### config.mk
export PLATFORM = sky130hd
export DESIGN_NAME = fractal_sync_credit_sched
export DESIGN_NICKNAME = d
export VERILOG_FILES = /design/src/rtl/fractal_sync_credit_sched.sv
export SDC_FILE = /design/constraint.sdc
export NUM_CORES = 1
export LEC_CHECK = 0
export BUFFER_PORTS_ARGS = -buffer_cell sky130_fd_sc_hd__buf_2
export CAP_MARGIN = 20
export CORE_MARGIN = 2
export CORE_UTILIZATION = 53
export CTS_BUF_LIST = sky130_fd_sc_hd__clkbuf_8
export DETAILED_ROUTE_END_ITERATION = 6
export GPL_TIMING_DRIVEN = 0
export PLACE_DENSITY = 0.8
export SETUP_SLACK_MARGIN = 0.1
export SLEW_MARGIN = 40
export SYNTH_ARGS = -nofsm -noshare
export SYNTH_HDL_FRONTEND = slang
export SYNTH_SLANG_ARGS = --single-unit
### constraint.sdc
create_clock -name clk_i -period 3.3 [get_ports clk_i]
set_input_delay 0.495 -clock clk_i [delete_from_list [all_inputs] [get_ports clk_i]]
set_output_delay 0.495 -clock clk_i [all_outputs]
set_load 0.01 [all_outputs]
### src/rtl/fractal_sync_credit_sched.sv
// -----------------------------------------------------------------------------
// fractal_sync_credit_sched
//
// Credit-based round-robin scheduler for a fractal sync tree node. It drains
// IN_PORTS sync-request FIFOs onto OUT_PORTS downstream links. Each link has a
// credit counter that tracks free downstream buffer space. A link never issues
// an element while its counter is zero.
//
// Ports:
//   clk_i      clock
//   rst_ni     asynchronous active-low reset
//   enable_i   1: new grants allowed, 0: no pops and no grants
//   empty_i    per-FIFO empty flag; input j requests when empty_i[j] = 0
//   pop_o      per-FIFO pop, combinational, asserted in the grant cycle
//   element_i  FIFO head elements, packed: FIFO j at [j*DATA_W +: DATA_W]
//   valid_o    registered per-link valid, one-cycle pulse per element
//   element_o  registered per-link element, packed per link, '0 when not valid
//   credit_i   per-link credit return, one credit per high cycle
//   credits_o  per-link credit count, packed: link i at [i*CNT_W +: CNT_W]
//   err_o      sticky flag: a credit came back while the counter was full
// -----------------------------------------------------------------------------
module fractal_sync_credit_sched #(
    parameter int unsigned IN_PORTS   = 4,
    parameter int unsigned OUT_PORTS  = 2,
    parameter int unsigned CREDITS    = 4,
    parameter int unsigned DATA_W     = 8,
    localparam int unsigned CNT_W     = $clog2(CREDITS + 1),
    localparam int unsigned PTR_W     = (IN_PORTS > 1) ? $clog2(IN_PORTS) : 1
) (
    input  logic                          clk_i,
    input  logic                          rst_ni,
    input  logic                          enable_i,
    input  logic [IN_PORTS-1:0]           empty_i,
    output logic [IN_PORTS-1:0]           pop_o,
    input  logic [IN_PORTS*DATA_W-1:0]    element_i,
    output logic [OUT_PORTS-1:0]          valid_o,
    output logic [OUT_PORTS*DATA_W-1:0]   element_o,
    input  logic [OUT_PORTS-1:0]          credit_i,
    output logic [OUT_PORTS*CNT_W-1:0]    credits_o,
    output logic                          err_o
);

    logic [PTR_W-1:0]            rr_ptr_r;
    logic [PTR_W-1:0]            rr_ptr_s;
    logic [CNT_W-1:0]            credit_r [OUT_PORTS];
    logic [CNT_W-1:0]            credit_s [OUT_PORTS];
    logic [OUT_PORTS-1:0]        grant_s;
    logic [OUT_PORTS-1:0]        valid_r;
    logic [OUT_PORTS*DATA_W-1:0] elem_s;
    logic [OUT_PORTS*DATA_W-1:0] elem_r;
    logic [IN_PORTS-1:0]         taken_s;
    logic                        err_r;
    logic                        err_set_s;

    // Distance of input j from the round-robin pointer, modulo IN_PORTS.
    // Scanning distances 0..IN_PORTS-1 visits inputs from rr_ptr upward with wrap.
    function automatic int rr_dist(input int j, input logic [PTR_W-1:0] ptr);
        int d;
        d = j - int'(ptr);
        if (d < 0) begin
            d = d + int'(IN_PORTS);
        end else begin
            d = d;
        end
        return d;
    endfunction

    // Grant scan: eligible links in ascending order, each one picks the first
    // pending input not yet taken by a lower link. Later grants overwrite
    // rr_ptr_s, so it ends as (last granted index + 1) mod IN_PORTS. Gating
    // with rst_ni keeps pop_o low while reset is held.
    always_comb begin
        taken_s  = '0;
        grant_s  = '0;
        elem_s   = '0;
        rr_ptr_s = rr_ptr_r;
        for (int i = 0; i < OUT_PORTS; i++) begin
            if (rst_ni && enable_i && (credit_r[i] != '0)) begin
                for (int k = 0; k < IN_PORTS; k++) begin
                    for (int j = 0; j < IN_PORTS; j++) begin
                        if (!grant_s[i] && !empty_i[j] && !taken_s[j] &&
                            (rr_dist(j, rr_ptr_r) == k)) begin
                            grant_s[i] = 1'b1;
                            taken_s[j] = 1'b1;
                            elem_s[i*DATA_W +: DATA_W] = element_i[j*DATA_W +: DATA_W];
                            if (j == int'(IN_PORTS) - 1) begin
                                rr_ptr_s = '0;
                            end else begin
                                rr_ptr_s = PTR_W'(j + 1);
                            end
                        end else begin
                            // input not selected at this scan distance
                        end
                    end
                end
            end else begin
                // link idle: no credit, disabled, or in reset
            end
        end
    end

    // Credit update: next = cur - grant + credit_i. A return into a full
    // counter is dropped and flags the sticky error.
    always_comb begin
        err_set_s = 1'b0;
        for (int i = 0; i < OUT_PORTS; i++) begin
            credit_s[i] = credit_r[i];
            if (grant_s[i] && !credit_i[i]) begin
                credit_s[i] = credit_r[i] - CNT_W'(1'b1);
            end else if (!grant_s[i] && credit_i[i]) begin
                if (credit_r[i] == CNT_W'(CREDITS)) begin
                    err_set_s = 1'b1;
                end else begin
                    credit_s[i] = credit_r[i] + CNT_W'(1'b1);
                end
            end else begin
                credit_s[i] = credit_r[i];
            end
        end
    end

    // State and output registers. Reset drops any in-flight element and
    // refills credits, since downstream is reset by the same rst_ni.
    always_ff @(posedge clk_i or negedge rst_ni) begin
        if (!rst_ni) begin
            rr_ptr_r <= '0;
            valid_r  <= '0;
            elem_r   <= '0;
            err_r    <= 1'b0;
            for (int i = 0; i < OUT_PORTS; i++) begin
                credit_r[i] <= CNT_W'(CREDITS);
            end
        end else begin
            rr_ptr_r <= rr_ptr_s;
            valid_r  <= grant_s;
            elem_r   <= elem_s;
            err_r    <= err_r | err_set_s;
            for (int i = 0; i < OUT_PORTS; i++) begin
                credit_r[i] <= credit_s[i];
            end
        end
    end

    assign pop_o     = taken_s;
    assign valid_o   = valid_r;
    assign element_o = elem_r;
    assign err_o     = err_r;

    for (genvar g = 0; g < OUT_PORTS; g++) begin : g_credits_out
        assign credits_o[g*CNT_W +: CNT_W] = credit_r[g];
    end

endmodule

# == Word-level counts from Yosys, hierarchy flattened ==
# Cells that the tools add are included.
# totals
rom_bits,0
memories,0
in_bits,41
word_cells,439
latch_bits,0
reg_bits,27
mem_bits_rw,0
out_inout_bits,29
# op_classes
shifts,0
n_addsub,12
muxes,212
magnitude_cmp,4
n_reduce_logical,176
div,0
eq_ne,28
bitwise,1
mul,0
# ops
operator,n
"== test 32 x 3 -> 1 bit, second input constant",16
2-to-1 mux 32 bit,12
2-to-1 mux 8 bit,34
"== test 32 x 2 -> 1 bit, second input constant",8
logical NOT 32 bit,8
2-to-1 mux 1 bit,124
logical AND 1 bit,97
2-to-1 mux 2 bit,34
logical NOT 1 bit,65
"adder 3 x 4 -> 5 bit, second input constant",4
2-to-1 mux 3 bit,6
"less-than comparator 3 x 1 -> 1 bit, second input constant",4
2-to-1 mux 4 bit,2
"adder 3 x 1 -> 3 bit, second input constant",2
"== test 3 bit, second input constant",2
nonzero test 3 bit,2
"subtractor 1 x 2 -> 3 bit, first input constant",2
"subtractor 2 x 2 -> 3 bit, first input constant",2
"subtractor 3 x 1 -> 3 bit, second input constant",2
"!= test 2 bit, second input constant",2
AND reduction 2 bit,2
nonzero test 2 bit,2
OR 1 bit,1

# == Depth between registers and ports, before layout ==
# Gate-level depths: netlist of the first run.
# depth
ltp_word,195
mapped_depth,17
depth_no_buf,13

# == Worst setup path before layout of the first run ==
# No wires, ideal clock.
# synth_timing
path_type,input -> register
from,input port empty_i[1]
to,"register credit_r, in the netlist credits_o[5]"
arrival_ns,3.114
setup_slack_ns,0.100
n_path_buf,4
stages,16
required_ns,3.215
setup_time_ns,0.085
path_cell_list,buf_4 -> clkbuf_1 -> buf_2 -> a31oi_1 -> a21oi_1 -> nor2_1 -> buf_2 -> nor2_1 -> a31oi_1 -> ha_1 -> inv_1 -> fa_1 -> a211oi_1 -> a21oi_1 -> o21ai_0 -> o31ai_1
# synth_between
elab_chain_cells,168
word_cells_on_any_way,264
cone_classes,1 x eq/ne; 112 x mux; 151 x reduce/logical
# synth_lines
item,line,text
"start, declared",33,"input logic [IN_PORTS-1:0] empty_i,"
logical NOT 1 bit *,81,if (!grant_s[i] && !empty_i[j] && !taken_s[j] &&
logical AND 1 bit (2 in series),81,
2-to-1 mux 1 bit,81,
2-to-1 mux 1 bit,78,if (rst_ni && enable_i && (credit_r[i] != '0)) begin
logical NOT 1 bit,81,
logical AND 1 bit (2 in series),81,
2-to-1 mux 1 bit,81,
2-to-1 mux 1 bit,78,
[149 not listed],-,
logical AND 1 bit (3 in series),81,
2-to-1 mux 1 bit *,81,
2-to-1 mux 1 bit *,78,
via grant_s[1],47,logic [OUT_PORTS-1:0] grant_s;
logical NOT 1 bit,110,end else if (!grant_s[i] && credit_i[i]) begin
logical AND 1 bit,110,
nonzero test 2 bit (no line),-,
AND reduction 2 bit (no line),-,
"end signal, assigned by index",131,credit_r[i] <= CNT_W'(CREDITS);
"end signal, assigned by index",139,credit_r[i] <= credit_s[i];
"end, declared",45,logic [CNT_W-1:0] credit_r [OUT_PORTS];
# The timed path passes the listed nets; every way through them passes the cells marked *. The select of a mux whose other input is x is not followed.
# A chain may end at the register's enable or synchronous reset.

# == Final worst setup path of the first run ==
# layout_timing
from,register rr_ptr_r[0]
to,"register credit_r, in the netlist credits_o[5]"
# layout_between
elab_chain_cells,176
word_cells_on_any_way,323
cone_classes,8 x add/sub; 4 x order compare; 25 x eq/ne; 126 x mux; 160 x reduce/logical
# layout_lines
item,line,text
"start, declared",43,logic [PTR_W-1:0] rr_ptr_r;
"start signal, assigned",134,rr_ptr_r <= rr_ptr_s;
subtractor 1 x 2 -> 3 bit,59,d = j - int'(ptr);
adder 3 x 4 -> 5 bit or less-than comparator 3 x 1 -> 1 bit (tied branches),"61, 60",
2-to-1 mux 32 bit,60,if (d < 0) begin
2-to-1 mux 32 bit,78,
logical NOT 32 bit,82,"(rr_dist(j, rr_ptr_r) == k)) begin"
logical AND 1 bit,81,
2-to-1 mux 1 bit,81,
2-to-1 mux 1 bit,78,
[159 not listed],-,
logical AND 1 bit (3 in series),81,
2-to-1 mux 1 bit *,81,
2-to-1 mux 1 bit *,78,
via grant_s[1],47,
logical NOT 1 bit,110,
logical AND 1 bit,110,
nonzero test 2 bit (no line),-,
AND reduction 2 bit (no line),-,
# Marked as above.

==> run metrics, run 1 <==
Avg Vias per Cell 7.64; clock sink count 27; final setup fails 0; Main synth FF type dfrtp_1; number of global-route vias before repair 4571; reg2reg end credits_o[5]; Max IR drop VDD 0.432 mV; final period utilization 0.965; Hold Fails Final Rpt 0; synthesized area per cell 7.36 µm²; number of top-level pins 70; Period minus WS final 3.18 ns; CTS tree built; CTS Buffer Depth 2; mean routed wirelength per cell between 20 and 25 µm; Core ar. 6720 µm²; highest routed layer met4; Finished Core Util 0.675; register area 682 µm²; DRT Pass-1 Iters 7; Layout area overhead 24.5%; WS Path Type reg -> reg; max-slew violations 0; failing checks DRC; syn nets 542; proportion of layout cells with a drive suffix above 1 0.306; Vias 5063; # hold bufs at CTS 0; normalized max-slew margin 0.386; Peak Freq around 310 MHz; Leak Pwr 1.82 nW; clock latency on the worst-skew pair 0.27 ns; synthesis warning total 0; routability cong. 1.01; Cell Pwr Density 750 nW/µm²; CP Capture Type flop; Root Driver clkbuf_8; Worst setup endpoint credits_o[5]; Crit Reg-Reg Startpoint rr_ptr_r[0]; RSZ-0062 raised after global routing yes; Critical Path Source rr_ptr_r[0]; Die ar. 7560 µm²; routed wl met2 6660 µm; die width 86.9 µm; number of synthesized flops with an enable pin 0; antenna viol nets, final 0; Num CTS Buffers 3; GRT Residual Overflow 0; WP data required 3.51 ns; FILL cells 595; Max-Cap Viols 0; Reg clk slew, reported paths 0.10 ns; GRT Overall Usage 0.403; Cells after Synth 495; Clock Skews 0.00499 ns; Buffers on Ports 63; Startpoint Class flop; Starting Density 0.542; post-synth top area cell dfrtp_1; first-pass GRT wire length 24000 µm; Post-Syn Area 3640 µm²; worst slew pin tran 0.916 ns; Area contributors post-synth dfrtp_1 17%, a21oi_1 6.6%, o21ai_0 6.6%, a221oi_1 6.5%, nand2_1 4.8%; initial antenna violation count 0; Multi-input gate area 2910 µm²; Routed met3 length about 2300 µm; M1 WL 5780 µm; Remaining DRCs 1; worst-path fanout max 10; drt initial violations ~750; H-tree levels 1; synth unique cells 77; path type of the worst min-delay path in -> async; Setup TNS 0 ns; Yosys top cell area share 0.172; Routed WL roughly 15000 µm; Die Span Y 86.9 µm; Layout Nets 630; worst reg2reg path depth 15; Seq cells post-synth 27; register area share after synthesis 0.186; async set or reset register ratio after synthesis 1.00; largest net degree at the start of global routing 32; Detailed Place HPWL 10600 µm; status complete, but fails checks; crit path DAT 3.39 ns; Core Rows 30; flop2flop setup slack 0.12 ns; commonest cells after routing, fill and taps aside 74 x buf_2, 46 x nand2_1, 45 x o21ai_0, 45 x a21oi_1, 39 x nor2_1; most common cell after layout, fill and taps aside buf_2
[area by class of cell]
type                       count  area share
timing repair buffer          84       0.106
inverter                      17      0.0141
sequential                    27       0.150
clock inverter                 1    0.000827
buffer                        39      0.0568
tap                           80      0.0221
antenna                        1    0.000552
multi-input combinational    411       0.641
clock buffer                   3     0.00910
[synth_stat cells (3+ instances only)]
library cell	instances
a211oi_1	8
a21boi_0	6
a21oi_1	48
a221o_1	7
a221oi_1	27
a222oi_1	6
a22o_1	3
a22oi_1	12
a31oi_1	10
buf_2	19
buf_4	7
clkbuf_1	13
dfrtp_1	25
ha_1	4
inv_1	17
nand2_1	47
nand2b_1	6
nand3_1	6
nand4_1	3
nor2_1	42
nor2b_1	6
nor3_1	11
nor3_2	3
o211ai_1	14
o21ai_0	48
o21ai_1	4
o221ai_1	8
o22ai_1	12
o31ai_1	3
or2_2	3
or3_1	6
[per-stage QoR]
stage	instance area [µm²]	instances	total power [mW]	hold WS, ns	setup WS, ns
3_3_place_gp	4060	638	2.67	0.465	-0.572
6_report	4540	663	3.40	0.0885	0.116
3_5_place_dp	4100	638	2.74	0.480	-0.670
4_1_cts	4300	650	3.05	0.0948	0.102
2_1_floorplan	3640	495	2.11	0.199	0.100
5_1_grt	4530	662	3.62	0.100	-0.0179
[power breakdown]
part	internal [mW]	total (mW)	switching, mW
sequential	0.450	0.554	0.104
combinational	1.08	2.65	1.57
clock	0.0835	0.192	0.109
[what timing repair did]
action                     CTS  global route
resized for setup           22            49
pin swaps                    7            11
buffers inserted             9            12
setup endpoints to repair   10            10
[flip-flops by register name, indices dropped and copies added, names as in the netlist]
| name | cells |
|---|---|
| credits_o | 6 |
| element_o | 16 |
| valid_o | 2 |
| err_o | 1 |
| rr_ptr_r | 2 |
[kinds of logic (layout without fill, tap and decap cells)]
logic type	count (synthesis)	after routing	synth area share
buffers and inverters	57	144	0.0724
DFF	27	27	0.186
adders and majority gates	6	6	0.0247
AOI/OAI and AO/OA	248	248	0.493
and+or+nand+nor	153	153	0.214
other	0	1	0
muxes	1	1	0.00275
xor gates and xnor gates	3	3	0.00721
[worst min-delay path by stage]
| stage | endpoint | slack, ns | depth (start not counted) |
|---|---|---|---|
| after CTS | credits_o[4] | 0.09 | 1 |
| final | credits_o[4] | 0.09 | 1 |
| after global routing | credits_o[4] | 0.10 | 1 |
| after global placement | err_o | 0.46 | 1 |
| after detailed placement | err_o | 0.48 | 1 |
| after floorplan | credits_o[0] | 0.20 | 0 |
[critical path, cell delays in order (launching register included)]
cell and delay (ns):
dfrtp_1 0.41, buf_4 0.18, or2_1 0.23, clkbuf_4 0.18, a311oi_2 0.36, nor2_2 0.11
nand4_4 0.13, nor2_1 0.09, a31oi_2 0.23, ha_2 0.22, inv_1 0.07, fa_2 0.37
a211oi_2 0.21, a21oi_1 0.07, o21ai_1 0.16, o31ai_1 0.09
[routing by layer]
| layer | vias to the layer above | GRT usage |
|---|---|---|
| li1 | 2133 | - |
| met1 | 2350 | 0.548 |
| met2 | 474 | 0.595 |
| met3 | 106 | 0.108 |
| met4 | 0 | 0.173 |
| met5 | - | 0 |
Note: power is estimated with default switching activity, not from simulation.
==> run 2: changes to the inputs <==
==> constraint.sdc (replaced) <==
create_clock -name clk_i -period 3.3 [get_ports clk_i]
set_input_delay 0.33 -clock clk_i [delete_from_list [all_inputs] [get_ports clk_i]]
set_output_delay 0.33 -clock clk_i [all_outputs]
set_load 0.01 [all_outputs]
==> run 2 against run 1 <==
Net effect: the flow still finishes with violations (DRC); sequential share of layout area increased by 0.20 points; non-clock buffer count decreased by 2; clock-buffer cell count unchanged; wire length decreased by 0.17%; via count decreased by 0.79%; final cell count decreased by 0.45%; setup slack improved by 0.030 ns; critical path depth decreased by 1; clock power increased by 2%; highest routed layer unchanged.
==> run metrics, run 2 (synthesized netlist as in run 1, its figures left out) <==
routability cong. 1.01 (unchanged); crit path DAT 3.36 ns (-0.03 ns); Peak Freq 317 MHz (+0.96%); antenna viol nets, final 0 (unchanged); clock latency on the worst-skew pair 0.27 ns (about the same); Period minus WS final 3.15 ns (-0.0304 ns); Layout area overhead 22.9%; Cell Pwr Density 743 nW/µm² (-0.91%); GR Util met3 0.106 (-0.00190); number of top-level pins 70 (unchanged); GRT Overall Usage 0.403 (+0.000592); Avg Vias per Cell 7.61 (-0.34%); Root Driver clkbuf_8; RSZ-0062 raised after global routing yes; GRT Residual Overflow 0 (unchanged); failing checks DRC; initial antenna violation count 0 (unchanged); Core ar. 6720 µm² (unchanged); first-pass GRT wire length 23800 µm (-0.49%); Pwr Total 3.33 mW (-2.2%); Core Rows 30 (unchanged); ANT cells 0 (-1); dpl cell area 4100 µm² (unchanged); Detailed Place HPWL 10600 µm (unchanged); Placed Cells 638 (unchanged); Reg clk slew, reported paths 0.10 ns (about the same); Max IR drop VDD 0.426 mV (-1.3%); WS Path Type reg -> reg; final setup margin 0.147 ns (+0.0304 ns); Startpoint Class flop; Die ar. 7560 µm² (unchanged); Largest register FFs 16 (unchanged); normalized max-slew margin 0.387 (+0.00121); Non-Filler Instances 660 (-0.45%); Finished Core Util 0.666 (-0.00875); CP Capture Type flop; Max-Cap Viols 0 (unchanged); number of global-route vias before repair 4569 (-0.044%); CTS tree built; Num CTS Buffers 3 (unchanged); most common cell after layout, fill and taps aside buf_2; WP data required 3.51 ns (about the same); Remaining DRCs 2 (+1); Layout Nets 628 (-0.32%); path type of the worst min-delay path in -> async; final setup fails 0 (unchanged); Die Span Y 86.9 µm (unchanged); worst-path fanout max 10 (unchanged); status complete, but fails checks; DP Worst Slack -0.555 ns (+0.114 ns); H-tree levels 1 (unchanged); Leak Pwr 1.78 nW (-1.8%); max-slew violations 0 (unchanged); CTS Buffer Depth 2 (unchanged); Hold Fails Final Rpt 0 (unchanged); commonest cells after routing, fill and taps aside 79 x buf_2, 47 x nand2_1, 46 x o21ai_0, 46 x a21oi_1, 38 x nor2_1; busiest grt layer met2; post-route cell area 4480 µm² (-1.3%); Routed WL 15400 µm (-0.17%); FILL cells 611 (+2.7%); Vias 5023 (-0.79%); largest net degree at the start of global routing 26 (-19%); GR Util met2 0.590 (-0.00555); Setup TNS 0 ns (unchanged); die width 86.9 µm (unchanged); drt initial violations 834 (+11%); mean routed wirelength per cell 23.4 µm (+0.29%); DRT Pass-1 Iters 7 (unchanged); proportion of layout cells with a drive suffix above 1 0.295 (-0.0110); Buffers on Ports 63 (unchanged); grt met1 use 0.554 (+0.00522); Clock Skews 0.00596 ns (+0.000970 ns); clock sink count 27 (unchanged); worst hold margin 0.0747 ns (-0.0138 ns); Starting Density 0.542 (unchanged); worst slew pin tran 0.914 ns (-0.00180 ns); final period utilization 0.956 (-0.00921)
run 2: changes by cell type in the layout (fill, tap and decap cells not counted), sizes merged:
| cell | before | now |
|---|---|---|
| diode | 1 | 0 |
| clkbuf | 16 | 14 |
run 2: worst paths after layout:
check                              start           end  slack, ns  cells after the start
min in group clk_i         element_i[26]  element_o[2]       0.34                      3
hold reg to reg                    err_o         err_o       0.51                      1
max in group asynchronous         rst_ni   rr_ptr_r[1]       3.06                      2
setup / recovery            credits_o[0]  credits_o[5]       0.15                     14
setup reg to reg            credits_o[0]  credits_o[5]       0.15                     14
hold / removal                    rst_ni  credits_o[5]       0.07                      1
run 2: what timing repair did:
action,4_1_cts,5_1_grt
resized for setup,14,37
hold buffers,1,0
pin swaps,4,14
buffers inserted,5,13
setup endpoints to repair,7,10
endpoints found under the hold margin,25,0
run 2: cell type report:
| class | count | area [µm²] | area share |
|---|---|---|---|
| multi-input combinational | 411 | 2880 | 0.643 |
| clock buffer | 3 | 41.3 | 0.00922 |
| buffer | 39 | 233 | 0.0520 |
| clock inverter | 1 | 3.75 | 0.000838 |
| sequential | 27 | 682 | 0.152 |
| inverter | 17 | 63.8 | 0.0142 |
| timing repair buffer | 82 | 473 | 0.106 |
| tap | 80 | 100 | 0.0224 |
run 2: power by group:
group	switching [mW]	leakage, nW	total [mW]	internal (mW)
registers	0.108	0.343	0.558	0.450
clock network	0.113	0.0269	0.196	0.0836
logic	1.54	1.41	2.57	1.03
total	1.76	1.78	3.33	1.56
run 2: layer usage:
layer / vias up / routed length (µm) / share of wire
met5: - / 0 / 0
met4: 0 / 807 / 0.052
met3: 107 / 2370 / 0.15
met2: 479 / 6620 / 0.43
met1: 2314 / 5640 / 0.37
li1: 2123 / - / -
run 2: critical path, cell delays in order, from the launching register on:
cell and delay [ns]:
dfrtp_2 0.47, o311a_4 0.40, buf_6 0.16, a311oi_4 0.35, nor2_2 0.10, nand4_4 0.13, nor2_2 0.07, a31oi_2 0.22
ha_2 0.22, inv_1 0.07, fa_2 0.37, a211oi_2 0.21, a21oi_1 0.07, o21ai_1 0.16, o31ai_1 0.09
==> run 3: changes to the inputs <==
Clock period 3.3 ns to 2.79 ns, I/O delays scaled along.
==> run 3 against run 2 <==
Net effect: the run ends with DRC, setup timing left; sequential share of layout area fell by 1.1 points; utilization rose by 5.4 points; setup slack got worse by 0.31 ns; die area did not move; combinational power rose by 36%; global-route usage fell by 0.17 points; first-iteration DRC count rose by 41%; via count rose by 4.7%; critical path type is now reg -> out; largest cell class unchanged; largest power group unchanged.
==> run metrics, run 3 (synthesized netlist as in run 1, its figures left out) <==
Leak Pwr 1.95 nW (+9.3%); Core ar. 6720 µm² (unchanged); most common cell after layout, fill and taps aside buf_2; Worst setup endpoint pop_o[3]; worst reg2reg path depth 13 (-1); Num CTS Buffers 3 (unchanged); initial antenna violation count 0 (unchanged); Layout area overhead 32.7%; post-route cell area 4840 µm² (+8.0%); Detailed Place HPWL 10600 µm (-0.11%); WS Path Type reg -> out; Internal Power 2.11 mW (+35%); final setup margin -0.161 ns (-0.307 ns); Peak Freq 339 MHz; first-pass GRT wire length 23600 µm (-1.0%); GRT Residual Overflow 0 (unchanged); Hold Fails Final Rpt 0 (unchanged); clock sink count 27 (unchanged); Clk pwr share 0.055 (-0.004); Vias 5258 (+4.7%); antenna viol nets, final 0 (unchanged); CTS tree built; dpl cell area 4150 µm² (+1.3%); Critical Path Source credits_o[2]; CTS Buffer Depth 2 (unchanged); Clock Skews 0.00413 ns (-0.00184 ns); Placed Cells 638 (unchanged); WP data required 2.51 ns (-1.00 ns); Pwr Total 4.40 mW (+32%); largest net degree at the start of global routing 26 (unchanged); commonest cells after routing, fill and taps aside 72 x buf_2, 47 x nand2_1, 46 x a21oi_1; final period utilization 1.06; Reg clk slew, reported paths 0.11 ns (about the same); worst slew pin tran 0.930 ns (+0.0164 ns); status complete, but fails checks; Sequential Power Share 0.149 (-0.019); Die ar. 7560 µm² (unchanged); Startpoint Class flop; Root Driver clkbuf_8; Avg Vias per Cell 7.70 (+1.2%); Max IR drop VDD 0.587 mV (+38%); FILL cells 538 (-12%); Layout Nets 651 (+3.7%); DP Worst Slack -0.815 ns (-0.260 ns); Crit Reg-Reg Startpoint credits_o[0]; mean routed wirelength per cell 24.6 µm (+4.9%); Routed WL 16800 µm (+8.6%); GRT Overall Usage 0.401 (-0.00174); Period minus WS final 2.95 ns; number of top-level pins 70 (unchanged); Largest register FFs 16 (unchanged); Core Rows 30 (unchanged); path type of the worst min-delay path in -> async; Starting Density 0.542 (unchanged); DRT Pass-1 Iters 7 (unchanged); Remaining DRCs 7 (+5); failing checks DRC, setup timing; reg2reg end credits_o[5]; Non-Filler Instances 683 (+3.5%); CP Capture Type primary output; max-slew violations 0 (unchanged); Net Switching 2.29 mW (+30%); die width 86.9 µm (unchanged); final setup fails 4 (+4); Buffers on Ports 63 (unchanged); proportion of layout cells with a drive suffix above 1 0.348 (+0.0534); Comb pwr share 0.796 (+0.023); ANT cells 0 (unchanged); Switching Share 0.521 (-0.00889); number of global-route vias before repair 4443 (-2.8%); Max-Cap Viols 0 (unchanged); drt initial violations 1178 (+41%); crit path DAT 2.67 ns (-0.69 ns); Cell Pwr Density 909 nW/µm² (+22%); normalized max-slew margin 0.379 (-0.00859); worst hold margin 0.0206 ns (-0.0540 ns); RSZ-0062 raised after global routing yes; H-tree levels 1 (unchanged); flop2flop setup slack -0.15 ns (-0.30 ns); clock latency on the worst-skew pair 0.28 ns (about the same); routability cong. 1.02 (about the same); Die Span Y 86.9 µm (unchanged); worst-path fanout max 4 (-6)
[run 3: cell types whose count changed in the layout (fill, tap and decap cells not counted), moves of 4 or more]
| cell | change |
|---|---|
| buf_8 | +5 |
| o21ai_0 | -4 |
| buf_2 | -7 |
| buf_4 | +22 |
[run 3: repair_timing]
item                       in CTS  in global routing
resized for setup              44                 38
setup endpoints to repair      20                 18
hold endpoints to repair       25                  0
buffers inserted               22                 18
cloned                          1                  0
pin swaps                      13                 12
hold buffers                    1                  0
[run 3: how the worst min path moves through the flow]
stage	end	slack, ns
6_report	credits_o[5]	0.02
5_1_grt	credits_o[5]	0.01
4_1_cts	credits_o[5]	0.01
3_5_place_dp	credits_o[4]	0.38
3_3_place_gp	credits_o[4]	0.37
2_1_floorplan	credits_o[0]	-0.02
[run 3: critical path: stages, from the launching register on]
cell and delay (ns):
dfstp_2 0.59, o311a_4 0.26, a211oi_4 0.09, buf_4 0.15, a21o_4 0.21, or4b_4 0.53, buf_8 0.14, o211a_1 0.13
o22ai_1 0.13, buf_2 0.16
[run 3: power groups by stage]
stage          combinational (mW)  sequential [mW]  clock [mW]
6_report                     3.50            0.654       0.244
5_1_grt                      3.67            0.665       0.256
4_1_cts                      2.97            0.638       0.250
3_5_place_dp                 2.64            0.649           0
3_3_place_gp                 2.60            0.644           0
2_1_floorplan                1.88            0.689           0
[run 3: area by class of cell]
type	count	area [µm²]	area share
multi-input cells	411	3000	0.620
flip-flops and latches	27	682	0.141
repair buffers	105	649	0.134
plain buffers	39	295	0.0610
well taps	80	100	0.0207
inverters	17	63.8	0.0132
clock buffers	3	41.3	0.00853
clock inverters	1	5.00	0.00103
[run 3: per-stage QoR]
| stage | utilization | TNS, ns |
|---|---|---|
| after floorplan | - | -0.0950 |
| after global placement | 0.615 | -6.85 |
| after detailed placement | 0.618 | -7.48 |
| after CTS | 0.676 | -0.0579 |
| after global routing | 0.720 | -0.961 |
| final | 0.720 | -0.522 |
[run 3: layer usage]
metal	track usage	part of all wire
met5	0	0
met4	0.158	0.069
met3	0.0995	0.16
met2	0.582	0.41
met1	0.568	0.36
